===== src/rtl/fixed_pkg.sv =====
// Shared definitions for the signed fixed-point divider: default Q8.8 widths,
// controller state encoding and the iteration-count helper.
package fixed_pkg;

  localparam int Q_DATA_WIDTH = 16;
  localparam int Q_FRAC_WIDTH = 8;

  typedef enum logic [1:0] {
    ST_IDLE   = 2'd0,
    ST_CALC   = 2'd1,
    ST_FINISH = 2'd2,
    ST_DONE   = 2'd3
  } div_state_e;

  // One quotient bit per iteration, plus a guard bit when rounding is enabled.
  function automatic int div_iterations(input int data_width, input int frac_width,
                                        input bit round_en);
    return data_width + frac_width + (round_en ? 1 : 0);
  endfunction

endpackage


===== src/rtl/fixed_div_step.sv =====
// One restoring-division step: shift in the next numerator bit, trial-subtract
// the divisor and keep the difference only when it does not go negative.
module fixed_div_step #(
  parameter int WIDTH = 16
) (
  input  logic [WIDTH-1:0] rem_in,
  input  logic             bit_in,
  input  logic [WIDTH-1:0] divisor,
  output logic [WIDTH-1:0] rem_out,
  output logic             q_bit
);

  logic [WIDTH:0]   shifted;
  logic [WIDTH-1:0] diff;

  // rem_in < divisor, so the true difference always fits in WIDTH bits.
  always_comb begin
    shifted = {rem_in, bit_in};
    q_bit   = (shifted >= {1'b0, divisor});
    diff    = shifted[WIDTH-1:0] - divisor;
    rem_out = q_bit ? diff : shifted[WIDTH-1:0];
  end

endmodule


===== src/rtl/fixed_div.sv =====
// Signed fixed-point divider (restoring radix-2, one quotient bit per cycle) with
// saturation and divide-by-zero flagging. Define FIXED_DIV_ROUND_EN for round-half-up.
module fixed_div
  import fixed_pkg::*;
#(
  parameter int DATA_WIDTH = Q_DATA_WIDTH,
  parameter int FRAC_WIDTH = Q_FRAC_WIDTH
) (
  input  logic                  clk,
  input  logic                  rst_n,
  input  logic                  in_valid,
  output logic                  in_ready,
  input  logic [DATA_WIDTH-1:0] dividend,
  input  logic [DATA_WIDTH-1:0] divisor,
  output logic                  out_valid,
  input  logic                  out_ready,
  output logic [DATA_WIDTH-1:0] result,
  output logic                  overflow,
  output logic                  div_by_zero
);

`ifdef FIXED_DIV_ROUND_EN
  localparam bit ROUND_EN = 1'b1;
`else
  localparam bit ROUND_EN = 1'b0;
`endif

  localparam int ITERS = div_iterations(DATA_WIDTH, FRAC_WIDTH, ROUND_EN);
  localparam int GUARD = ITERS - DATA_WIDTH;
  localparam int CNT_W = $clog2(ITERS + 1);

  localparam logic [DATA_WIDTH-1:0] RES_MAX = {1'b0, {(DATA_WIDTH-1){1'b1}}};
  localparam logic [DATA_WIDTH-1:0] RES_MIN = {1'b1, {(DATA_WIDTH-1){1'b0}}};
  localparam logic [ITERS-1:0] POS_LIM = {{(GUARD+1){1'b0}}, {(DATA_WIDTH-1){1'b1}}};
  localparam logic [ITERS-1:0] NEG_LIM = POS_LIM + 1'b1;

  div_state_e            state;
  logic [CNT_W-1:0]      iter_cnt;
  logic [DATA_WIDTH-1:0] rem;
  logic [ITERS-1:0]      num;
  logic [ITERS-1:0]      quo;
  logic [DATA_WIDTH-1:0] dvs_mag;
  logic                  res_neg;
  logic                  dvd_neg;
  logic                  zero_div;

  logic [DATA_WIDTH-1:0] dvd_abs;
  logic [DATA_WIDTH-1:0] dvs_abs;
  logic [DATA_WIDTH-1:0] step_rem;
  logic                  step_q;
  logic [ITERS-1:0]      q_mag;
  logic [DATA_WIDTH-1:0] fin_result;
  logic                  fin_ovf;
  logic                  accept;

  assign in_ready  = (state == ST_IDLE);
  assign out_valid = (state == ST_DONE);
  assign accept    = in_valid && in_ready;

  // Magnitudes are unsigned, so the most-negative input maps to 2^(DATA_WIDTH-1).
  always_comb begin
    dvd_abs = dividend[DATA_WIDTH-1] ? (~dividend + 1'b1) : dividend;
    dvs_abs = divisor[DATA_WIDTH-1] ? (~divisor + 1'b1) : divisor;
  end

  fixed_div_step #(
    .WIDTH (DATA_WIDTH)
  ) u_step (
    .rem_in  (rem),
    .bit_in  (num[ITERS-1]),
    .divisor (dvs_mag),
    .rem_out (step_rem),
    .q_bit   (step_q)
  );

`ifdef FIXED_DIV_ROUND_EN
  assign q_mag = {1'b0, quo[ITERS-1:1]} + {{(ITERS-1){1'b0}}, quo[0]};
`else
  assign q_mag = quo;
`endif

  // Saturation limits are asymmetric: negative results may reach 2^(DATA_WIDTH-1).
  always_comb begin
    fin_result = '0;
    fin_ovf    = 1'b0;
    if (zero_div) begin
      fin_result = dvd_neg ? RES_MIN : RES_MAX;
      fin_ovf    = 1'b1;
    end else if (res_neg) begin
      if (q_mag > NEG_LIM) begin
        fin_result = RES_MIN;
        fin_ovf    = 1'b1;
      end else begin
        fin_result = ~q_mag[DATA_WIDTH-1:0] + 1'b1;
      end
    end else begin
      if (q_mag > POS_LIM) begin
        fin_result = RES_MAX;
        fin_ovf    = 1'b1;
      end else begin
        fin_result = q_mag[DATA_WIDTH-1:0];
      end
    end
  end

  always_ff @(posedge clk or negedge rst_n) begin
    if (!rst_n) begin
      state       <= ST_IDLE;
      iter_cnt    <= '0;
      rem         <= '0;
      num         <= '0;
      quo         <= '0;
      dvs_mag     <= '0;
      res_neg     <= 1'b0;
      dvd_neg     <= 1'b0;
      zero_div    <= 1'b0;
      result      <= '0;
      overflow    <= 1'b0;
      div_by_zero <= 1'b0;
    end else begin
      case (state)
        ST_IDLE: begin
          if (accept) begin
            iter_cnt <= '0;
            rem      <= '0;
            quo      <= '0;
            num      <= {dvd_abs, {GUARD{1'b0}}};
            dvs_mag  <= dvs_abs;
            res_neg  <= dividend[DATA_WIDTH-1] ^ divisor[DATA_WIDTH-1];
            dvd_neg  <= dividend[DATA_WIDTH-1];
            zero_div <= (divisor == '0);
            state    <= (divisor == '0) ? ST_FINISH : ST_CALC;
          end
        end
        ST_CALC: begin
          rem      <= step_rem;
          num      <= {num[ITERS-2:0], 1'b0};
          quo      <= {quo[ITERS-2:0], step_q};
          iter_cnt <= iter_cnt + 1'b1;
          if (iter_cnt == CNT_W'(ITERS - 1)) begin
            state <= ST_FINISH;
          end
        end
        ST_FINISH: begin
          result      <= fin_result;
          overflow    <= fin_ovf;
          div_by_zero <= zero_div;
          state       <= ST_DONE;
        end
        ST_DONE: begin
          if (out_ready) begin
            state <= ST_IDLE;
          end
        end
        default: state <= ST_IDLE;
      endcase
    end
  end

endmodule

===== config.mk =====
export PLATFORM = sky130hd
export DESIGN_NAME = fixed_div
export DESIGN_NICKNAME = d
export VERILOG_FILES = /design/src/rtl/fixed_pkg.sv /design/src/rtl/fixed_div_step.sv /design/src/rtl/fixed_div.sv
export SDC_FILE = /design/constraint.sdc
export NUM_CORES = 1
export LEC_CHECK = 0
export BUFFER_PORTS_ARGS = -buffer_cell sky130_fd_sc_hd__buf_2
export CAP_MARGIN = 15
export CELL_PAD_IN_SITES_DETAIL_PLACEMENT = 1
export CELL_PAD_IN_SITES_GLOBAL_PLACEMENT = 2
export CORE_UTILIZATION = 40
export CTS_CLUSTER_SIZE = 40
export DETAILED_ROUTE_END_ITERATION = 16
export PLACE_DENSITY = 0.85
export SLEW_MARGIN = 20
export SYNTH_ARGS = -nofsm -noshare
export SYNTH_HDL_FRONTEND = slang
export SYNTH_SLANG_ARGS = --single-unit

===== constraint.sdc =====
create_clock -name clk -period 5.9 [get_ports clk]
set_input_delay 1.18 -clock clk [delete_from_list [all_inputs] [get_ports clk]]
set_output_delay 1.18 -clock clk [all_outputs]
set_load 0.02 [all_outputs]

==> flow_summary_export.csv, run 1 <==
group,metric,value,unit
run_status,status,"finished, final reports clean",
power,power.leakage,3.10,nW
synthesis,syn_nets,761,
sta,layout_setup_ws,2900,ps
route,wl_per_cell,18.5,um
clock_tree,postCtsSetupRepairBufs,0,
global_routing,grt_max_degree,52,
die,num_io_pins,56,
clock_tree,cts_tree,"yes",
sta,whs,483,ps
synthesis,synth_top_area_share,40.4,%
synthesis,syn_avg_cell_area,8.85,um^2
power,irDropWorstVdd,0.192,mV
power,power,4.05,mW
clock_tree,numCtsBuffers,9,
clock_tree,clk_pin_slew_worst_paths,70,ps
finish,final_util,45.6,%
synthesis,synth_largest_area_cell,"dfrtp_1",
hold_path,holdPathEnd,"result[12]",
power,powerDensity,588,mW/mm^2
global_routing,antenna_found_initial,0,
route,drt-initial-drc-count,284,
global_routing,grt_use_total,22.6,%
synthesis,synth_cells,700,
synthesis,yosysSeqAreaShare,40.4,%
sta,fmax,0.333,GHz
sta,period_share,50.8,%
route,dr.pass1.iters,4,
clock_tree,cts_root_buf,"clkbuf_16",
finish,final_cell_mix,"dfrtp_1, nand2_1, o21ai_0, buf_2, a21oi_1",
clock_tree,cts_hold_buffers,0,
finish,drive_above_1_share,13.5,%
hold_path,whs_path_depth,1,
sta,skew,10.4,ps
sta,worst_pin_slew,886,ps
sta,setup_tns,0,ps
route,vias_per_cell,5.81,
placed_design,io_buffers,55,
sta,maxSlewHeadroom,41.0,%
synthesis,synth_warnings,0,
worst_setup_path,reg2reg_from,"state[0]",
finish,stdcell_area,0.00690,mm^2
sta,slew_violations,0,
route,vias,5359,
route,routed_wl,17000,um
worst_setup_path,arrival,3230,ps
worst_setup_path,crit_path_max_fanout,41,
finish,area_growth,11.4,%
die,row_count,45,
clock_tree,clkLatencyLatePin,350,ps
placed_design,gp_congestion,0.858,
global_routing,grt_remaining_overflow,0,
sta,finalCriticalPeriod,3000,ps
synthesis,synth.distinct_cells,63,
clock_tree,htree_num_levels,3,
placed_design,dp_slack,2160,ps
finish,nets,790,
synthesis,synthTopCellsByArea,"dfrtp_1, o21ai_0, ha_1, nand2_1, a21oi_1",
worst_setup_path,worstPathCellList,"buf_2 > nand2_2 > a21boi_4 > buf_4 > nand2_1 > o311ai_0",
worst_setup_path,startpoint_type,"input port",
die,die_width,126,um
die,start_util,40.9,%
clock_tree,cts_buffer_depth,2,
worst_setup_path,endpoint_kind,"flip-flop",
clock_tree,cts.sinks,100,
worst_setup_path,rrSetupSlack,2950,ps
die,dieArea,0.0160,mm^2
route,ant_nets,0,
clock_tree,ctsResizeCount,0,
worst_setup_path,rr_endpoint,"rem[0]",
synthesis,synth_edf_count,0,
route,drc_errors,0,
worst_setup_path,criticalPathCategory,"in -> reg",
placed_design,hpwl,12700,um
worst_setup_path,rr_worst_depth,7,
die,core,0.0151,mm^2
finish,mostFrequentLayoutCell,"dfrtp_1",
global_routing,grt_pass1_wl,28900,um
worst_setup_path,worst_ep_required_time,6130,ps
synthesis,syn_area,0.00619,mm^2
finish,antenna-diode-count,0,
synthesis,synthArstFlopShare,100,%
hold_path,hp-class,"reg -> reg",
job,max_cap_viol_count,0,
placed_design,placedInstanceArea,0.00659,mm^2
die,fp.dieH,126,um
worst_setup_path,critPathMaxStageDelay,700,ps
sta,finalSetupViolCount,0,
finish,final_cells,922,
placed_design,place_inst,906,
synthesis,synth_ff_type,"dfrtp_1",
global_routing,first_global_vias,5634,
synthesis,synth-seq-cells,100,
hold_path,worstHoldStart,"result[12]",
sta,rsz0062_at_grt,"false",
sta,finalHoldViolations,0,
worst_setup_path,cpMaxStageDelayCell,"a21boi_4",
## kinds of logic (layout without fill, tap and decap cells)
logic type / count (synthesis) / in the layout / synth area share, %
simple gates: 208 / 208 / 16.2
buf+inv: 77 / 111 / 4.75
mux: 18 / 18 / 2.99
fa+ha+maj: 25 / 25 / 5.17
compound gates: 232 / 232 / 24.8
flops: 100 / 100 / 40.4
xor+xnor: 40 / 40 / 5.66
## flip-flops by register name, indices dropped and copies added (netlist names)
register	count
dvd_neg	1
zero_div	1
iter_cnt	5
res_neg	1
overflow	1
dvs_mag	16
num	16
q_mag	24
state	2
result	16
div_by_zero	1
rem	16
## critical path: cells and delay by family
kind	cells	cell delay, ps
buffers and inverters	2	630
AOI/OAI and AO/OA	2	810
and+or+nand+nor	2	590
## cell usage after synthesis, types with 15 or more instances
library cell / number
dfrtp_1: 100
xor2_1: 20
a21oi_1: 47
a22o_1: 22
ha_1: 24
clkbuf_1: 36
nand2_1: 78
xnor2_1: 20
nor3_1: 15
nand3_1: 19
nor2_1: 43
o21ai_0: 66
inv_1: 34
## area by class of cell
cell class | count | area (um^2)
inverter | 35 | 131
tap | 188 | 235
clock buffer | 9 | 225
multi-input combinational | 523 | 3410
sequential | 100 | 2500
fill | 1791 | 8250
clock inverter | 7 | 77.6
timing repair buffer | 60 | 315
## per-layer routing
layer | track usage [%] | part of all wire (%)
met5 | 0 | 0
met4 | 6.66 | 1.2
met3 | 2.49 | 2.6
met2 | 38.0 | 49
met1 | 30.8 | 47
## power breakdown
part / switching (mW) / internal, mW
registers: 0.209 / 0.940
logic: 1.43 / 0.863
clock network: 0.280 / 0.331
total: 1.92 / 2.13
## how the worst max path moves through the flow
stage,startpoint,endpoint,slack [ps],cells after the start
4_1_cts,in_valid,rem[1],2540,6
5_1_grt,state[0],rem[1],2610,7
2_1_floorplan,divisor[2],dvs_mag[11],2980,6
3_3_place_gp,in_valid,rem[0],2350,6
6_report,in_valid,rem[0],2900,6
3_5_place_dp,in_valid,rem[0],2160,6
Note: power is estimated with default switching activity, not from simulation.
==> run 2: changes to the inputs <==
Settings changed: CORE_UTILIZATION 40 to 34, PLACE_DENSITY 0.85 to 0.77.
Clock period 5.9 ns to 2.44 ns, I/O delays scaled along.
==> flow_summary_export.csv, run 2 (synthesis results as in run 1) <==
group,metric,value,unit
route,wl_met2,9330,um
worst_setup_path,cpMaxStageDelayCell,"or4_1",
die,die_width,137,um
power,power.leakage,3.36,nW
route,wl_per_cell,18.6,um
route,vias,5576,
global_routing,grt_remaining_overflow,0,
sta,skew,14.0,ps
placed_design,place_inst,985,
sta,worst_pin_slew,524,ps
finish,drive_above_1_share,20.4,%
route,wl_met3,357,um
placed_design,gp_congestion,0.839,
clock_tree,cts_root_buf,"clkbuf_16",
global_routing,antenna_found_initial,0,
route,ant_nets,0,
clock_tree,htree_num_levels,3,
sta,slew_violations,0,
finish,final_util,42.3,%
clock_tree,cts_hold_buffers,0,
worst_setup_path,crit_path_max_fanout,5,
sta,period_share,96.7,%
clock_tree,cts_tree,"yes",
sta,finalCriticalPeriod,2360,ps
job,max_cap_viol_count,0,
route,top_layer_used,"met4",
sta,finalSetupViolCount,0,
die,num_io_pins,56,
finish,multiInputGateArea,0.00351,mm^2
global_routing,grt_max_degree,55,
hold_path,hp-class,"in -> async",
worst_setup_path,worst_ep_required_time,2740,ps
route,dr.pass1.iters,4,
finish,largest_register_ffs,24,
clock_tree,clkLatencyLatePin,360,ps
run_status,status,"finished, final reports clean",
global_routing,first_global_vias,5905,
clock_tree,cts_buffer_depth,2,
power,powerDensity,1470,mW/mm^2
route,m1WireLength,8660,um
finish,antenna-diode-count,0,
route,vias_per_cell,5.55,
route,drc_errors,0,
finish,nFillCells,2074,
die,start_util,35.3,%
worst_setup_path,endpoint_kind,"flip-flop",
clock_tree,cts.sinks,100,
sta,fmax,0.424,GHz
placed_design,io_buffers,55,
clock_tree,clk_pin_slew_worst_paths,80,ps
die,dieArea,0.0188,mm^2
global_routing,grt_pass1_wl,30400,um
worst_setup_path,startpoint_type,"flip-flop",
route,drt-initial-drc-count,186,
power,irDropWorstVdd,0.564,mV
finish,final_cells,1005,
finish,area_growth,19.9,%
worst_setup_path,worstPathCellList,"inv_1 > ha_4 > nand3_2 > or2_1 > a211o_1 > a31o_2 > or4_1 > nand2_1",
global_routing,grt_use_total,21.1,%
finish,nets,836,
die,row_count,48,
route,routed_wl,18700,um
clock_tree,numCtsBuffers,9,
sta,finalHoldViolations,0,
die,fp.dieH,137,um
finish,final_cell_mix,"dfrtp_1, nand2_1, o21ai_0, buf_2, buf_4",
worst_setup_path,critPathMaxStageDelay,520,ps
placed_design,hpwl,13500,um
worst_setup_path,rr_worst_depth,8,
sta,maxSlewHeadroom,64.9,%
worst_setup_path,arrival,2660,ps
worst_setup_path,criticalPathCategory,"reg -> reg",
die,core,0.0175,mm^2
finish,regArea,0.00250,mm^2
finish,mostFrequentLayoutCell,"dfrtp_1",
==> run 2: area by class of cell <==
type                    instances  share of cell area, %
well taps                     225                   3.79
flip-flops and latches        100                   33.7
inverters                      35                   1.77
multi-input cells             523                   47.2
clock buffers                   9                   3.03
clock inverters                 7                   1.13
repair buffers                106                   9.33
==> run 2: where the power goes <==
part | switching (mW) | internal (mW)
Sequential | 0.459 | 2.27
Combinational | 3.82 | 2.80
Clock | 0.712 | 0.815
==> run 2: layer usage <==
metal	track usage (%)	vias to the layer above
li1	-	2676
met1	26.6	2796
met2	36.8	78
met3	2.67	26
met4	7.88	0
met5	0	-
==> run 2: through the flow <==
stage | TNS, ps | hold slack [ps] | total power [mW] | worst slack (ps) | area [um^2]
2_1_floorplan | 0 | 192 | 6.86 | 114 | 6190
3_3_place_gp | -4.92 | 456 | 8.76 | -4.92 | 6980
3_5_place_dp | -66.2 | 467 | 9.05 | -42.4 | 6980
4_1_cts | 0 | 74.3 | 10.7 | 11.9 | 7310
5_1_grt | -43.4 | 91.8 | 11.8 | -24.7 | 7430
6_report | 0 | 72.7 | 10.9 | 81.2 | 7430
==> run 2: repair_timing <==
item / in CTS / in global routing
buffers inserted: 0 / 3
gates resized for setup: 3 / 20
pin swaps: 0 / 4
gates cloned: 0 / 1
setup endpoints to repair: 11 / 29
==> run 2: critical path, delay by kind of cell (launching register included) <==
kind,cells,cell delay [ps]
fa+ha+maj,1,310
simple gates,4,940
compound gates,2,600
buf+inv,1,80
flops,1,360
==> run 2: path summary, 6_finish.rpt <==
check / from / end / slack (ps)
worst min-delay path: rst_n / q_mag[3] / 70
worst max-delay path: dvs_mag[5] / rem[7] / 80
worst min register to register: result[12] / result[12] / 480
max in group asynchronous: rst_n / rem[4] / 1710
min in group clk: divisor[0] / dvs_mag[0] / 420
worst max register to register: dvs_mag[5] / rem[7] / 80
==> run 3: changes to the inputs <==
Settings changed: CORE_UTILIZATION 34 to 37, PLACE_DENSITY 0.77 to 0.8.
Clock period 2.44 ns to 2.2 ns, I/O delays scaled along.
==> flow_summary_export.csv, run 3 (synthesis results as in run 1) <==
group,metric,value,unit
global_routing,antenna_found_initial,0,
route,routed_wl,20000,um
route,wl_met2,10300,um
worst_setup_path,reg2reg_from,"rem[0]",
hold_path,holdPathEnd,"num[8]",
clock_tree,htree_num_levels,3,
route,dr.pass1.iters,4,
clock_tree,cts.sinks,100,
finish,area_growth,34.6,%
global_routing,grt_use_total,23.3,%
die,dieArea,0.0173,mm^2
sta,rsz0062_at_grt,"true",
sta,period_share,104,%
finish,largest_register_ffs,24,
global_routing,grt_remaining_overflow,0,
power,p_int,7.86,mW
clock_tree,cts_buffer_depth,2,
die,start_util,38.4,%
route,top_layer_used,"met4",
placed_design,placedInstanceArea,0.00749,mm^2
route,drc_errors,0,
worst_setup_path,arrival,2520,ps
power,powerDensity,1700,mW/mm^2
power,power.leakage,3.77,nW
finish,drive_above_1_share,32.0,%
hold_path,hp-class,"in -> reg",
worst_setup_path,path_depth,8,
sta,skew,8.19,ps
route,wl_met3,460,um
clock_tree,clk_pin_slew_worst_paths,70,ps
run_status,violations,"setup timing",
worst_setup_path,rrSetupSlack,-80,ps
route,vias,5935,
placed_design,gp_congestion,0.845,
sta,finalSetupViolCount,11,
finish,final_cell_mix,"buf_4, dfrtp_1, nand2_1, o21ai_0, buf_2",
power,seq_power_share,21.3,%
worst_setup_path,rr_endpoint,"rem[0]",
die,row_count,46,
finish,final_cells,1068,
die,num_io_pins,56,
worst_setup_path,critPathMaxStageDelay,430,ps
power,pwr-share-comb,66.9,%
route,m1WireLength,8840,um
global_routing,grt_pass1_wl,32200,um
run_status,status,"complete, but fails checks",
power,irDropWorstVdd,0.617,mV
route,ant_nets,0,
sta,worst_pin_slew,520,ps
power,p_clk_share,11.8,%
worst_setup_path,critPathTopFamily,"compound AO/OA/AOI/OAI gates",
global_routing,first_global_vias,6426,
finish,nets,908,
clock_tree,cts_tree,"yes",
placed_design,io_buffers,55,
die,fp.dieH,131,um
sta,slew_violations,0,
sta,fmax,0.438,GHz
sta,maxSlewHeadroom,65.2,%
power,swShare,44.7,%
die,die_width,131,um
hold_path,whs_path_depth,3,
sta,finalHoldViolations,0,
placed_design,place_inst,1036,
worst_setup_path,cp_num_buf_inv,2,
worst_setup_path,worstPathCellList,"ha_4 > nor2b_4 > o211ai_1 > a211o_1 > a31o_4 > buf_4 > clkbuf_16 > o311ai_1",
job,max_cap_viol_count,0,
worst_setup_path,rr_worst_depth,8,
finish,final_util,51.7,%
die,core,0.0161,mm^2
worst_setup_path,endpoint_kind,"flip-flop",
finish,stdcell_area,0.00833,mm^2
global_routing,grt_max_degree,59,
placed_design,hpwl,14300,um
route,drt-initial-drc-count,276,
finish,antenna-diode-count,0,
sta,layout_setup_ws,-82.5,ps
clock_tree,clkLatencyLatePin,350,ps
route,wl_per_cell,18.8,um
power,p_sw,6.35,mW
worst_setup_path,cpMaxStageDelayCell,"dfrtp_1",
clock_tree,cts_root_buf,"clkbuf_16",
worst_setup_path,startpoint_type,"flip-flop",
hold_path,worstHoldStart,"dividend[0]",
sta,finalCriticalPeriod,2280,ps
route,vias_per_cell,5.56,
worst_setup_path,criticalPathCategory,"reg -> reg",
clock_tree,numCtsBuffers,9,
worst_setup_path,worst_ep_required_time,2440,ps
finish,mostFrequentLayoutCell,"buf_4",
worst_setup_path,crit_path_max_fanout,6,
-- run 3: changes by cell type in the layout (fill, tap and decap cells not counted), sizes merged --
cell / change
dlygate4sd3: +1
clkbuf: +4
buf: +71
clkdlybuf4s15: -1
inv: -3
-- run 3: power by group through the flow --
stage,clock network [mW],registers [mW],logic [mW]
floorplan,0,3.09,4.65
global placement,0,2.98,7.60
detailed placement,0,3.03,7.92
CTS,1.73,2.99,8.37
global route,1.78,3.11,10.3
finish,1.67,3.03,9.50
-- run 3: worst reg2reg max path, stage by stage (launching register included) --
cell and delay, ps:
dfrtp_1 430, ha_4 290, nor2b_4 160, o211ai_1 140, a211o_1 350, a31o_4 270, buf_4 150, clkbuf_16 140
o311ai_1 240
-- run 3: repair_timing --
item | in CTS | in global routing
resized for setup | 37 | 54
endpoints found under the setup margin | 29 | 40
endpoints found under the hold margin | 13 | 0
gates cloned | 1 | 1
setup buffers | 6 | 8
pin swaps | 13 | 18
hold buffers | 1 | 0
-- run 3: area by class of cell --
type	count	area, um^2
Inverter	35	131
Sequential cell	100	2500
Fill cell	1890	7780
Tap cell	216	270
Timing Repair Buffer	178	1280
Clock inverter	4	47.5
Multi-Input combinational cell	523	3850
Clock buffer	12	256
-- run 3: worst max-delay path by stage --
stage,startpoint,endpoint
floorplan,rem[2],rem[7]
global placement,divisor[2],dvs_mag[11]
detailed placement,divisor[2],dvs_mag[11]
CTS,rem[10],rem[4]
global route,rem[0],rem[1]
finish,rem[0],rem[0]
-- run 3: per-stage QoR --
step	total power, mW	hold slack [ps]	setup WS [ps]	TNS [ps]
after floorplan	7.75	144	2.93	0
after global placement	10.6	308	-132	-1000
after detailed placement	10.9	313	-214	-3220
after CTS	13.1	399	2.40	0
after global routing	15.2	417	-139	-1330
final	14.2	399	-82.5	-275
-- run 3: routing by layer --
layer	up-vias	GRT usage, %
li1	2824	-
met1	2987	28.5
met2	95	41.3
met3	29	3.28
met4	0	8.59
met5	-	0
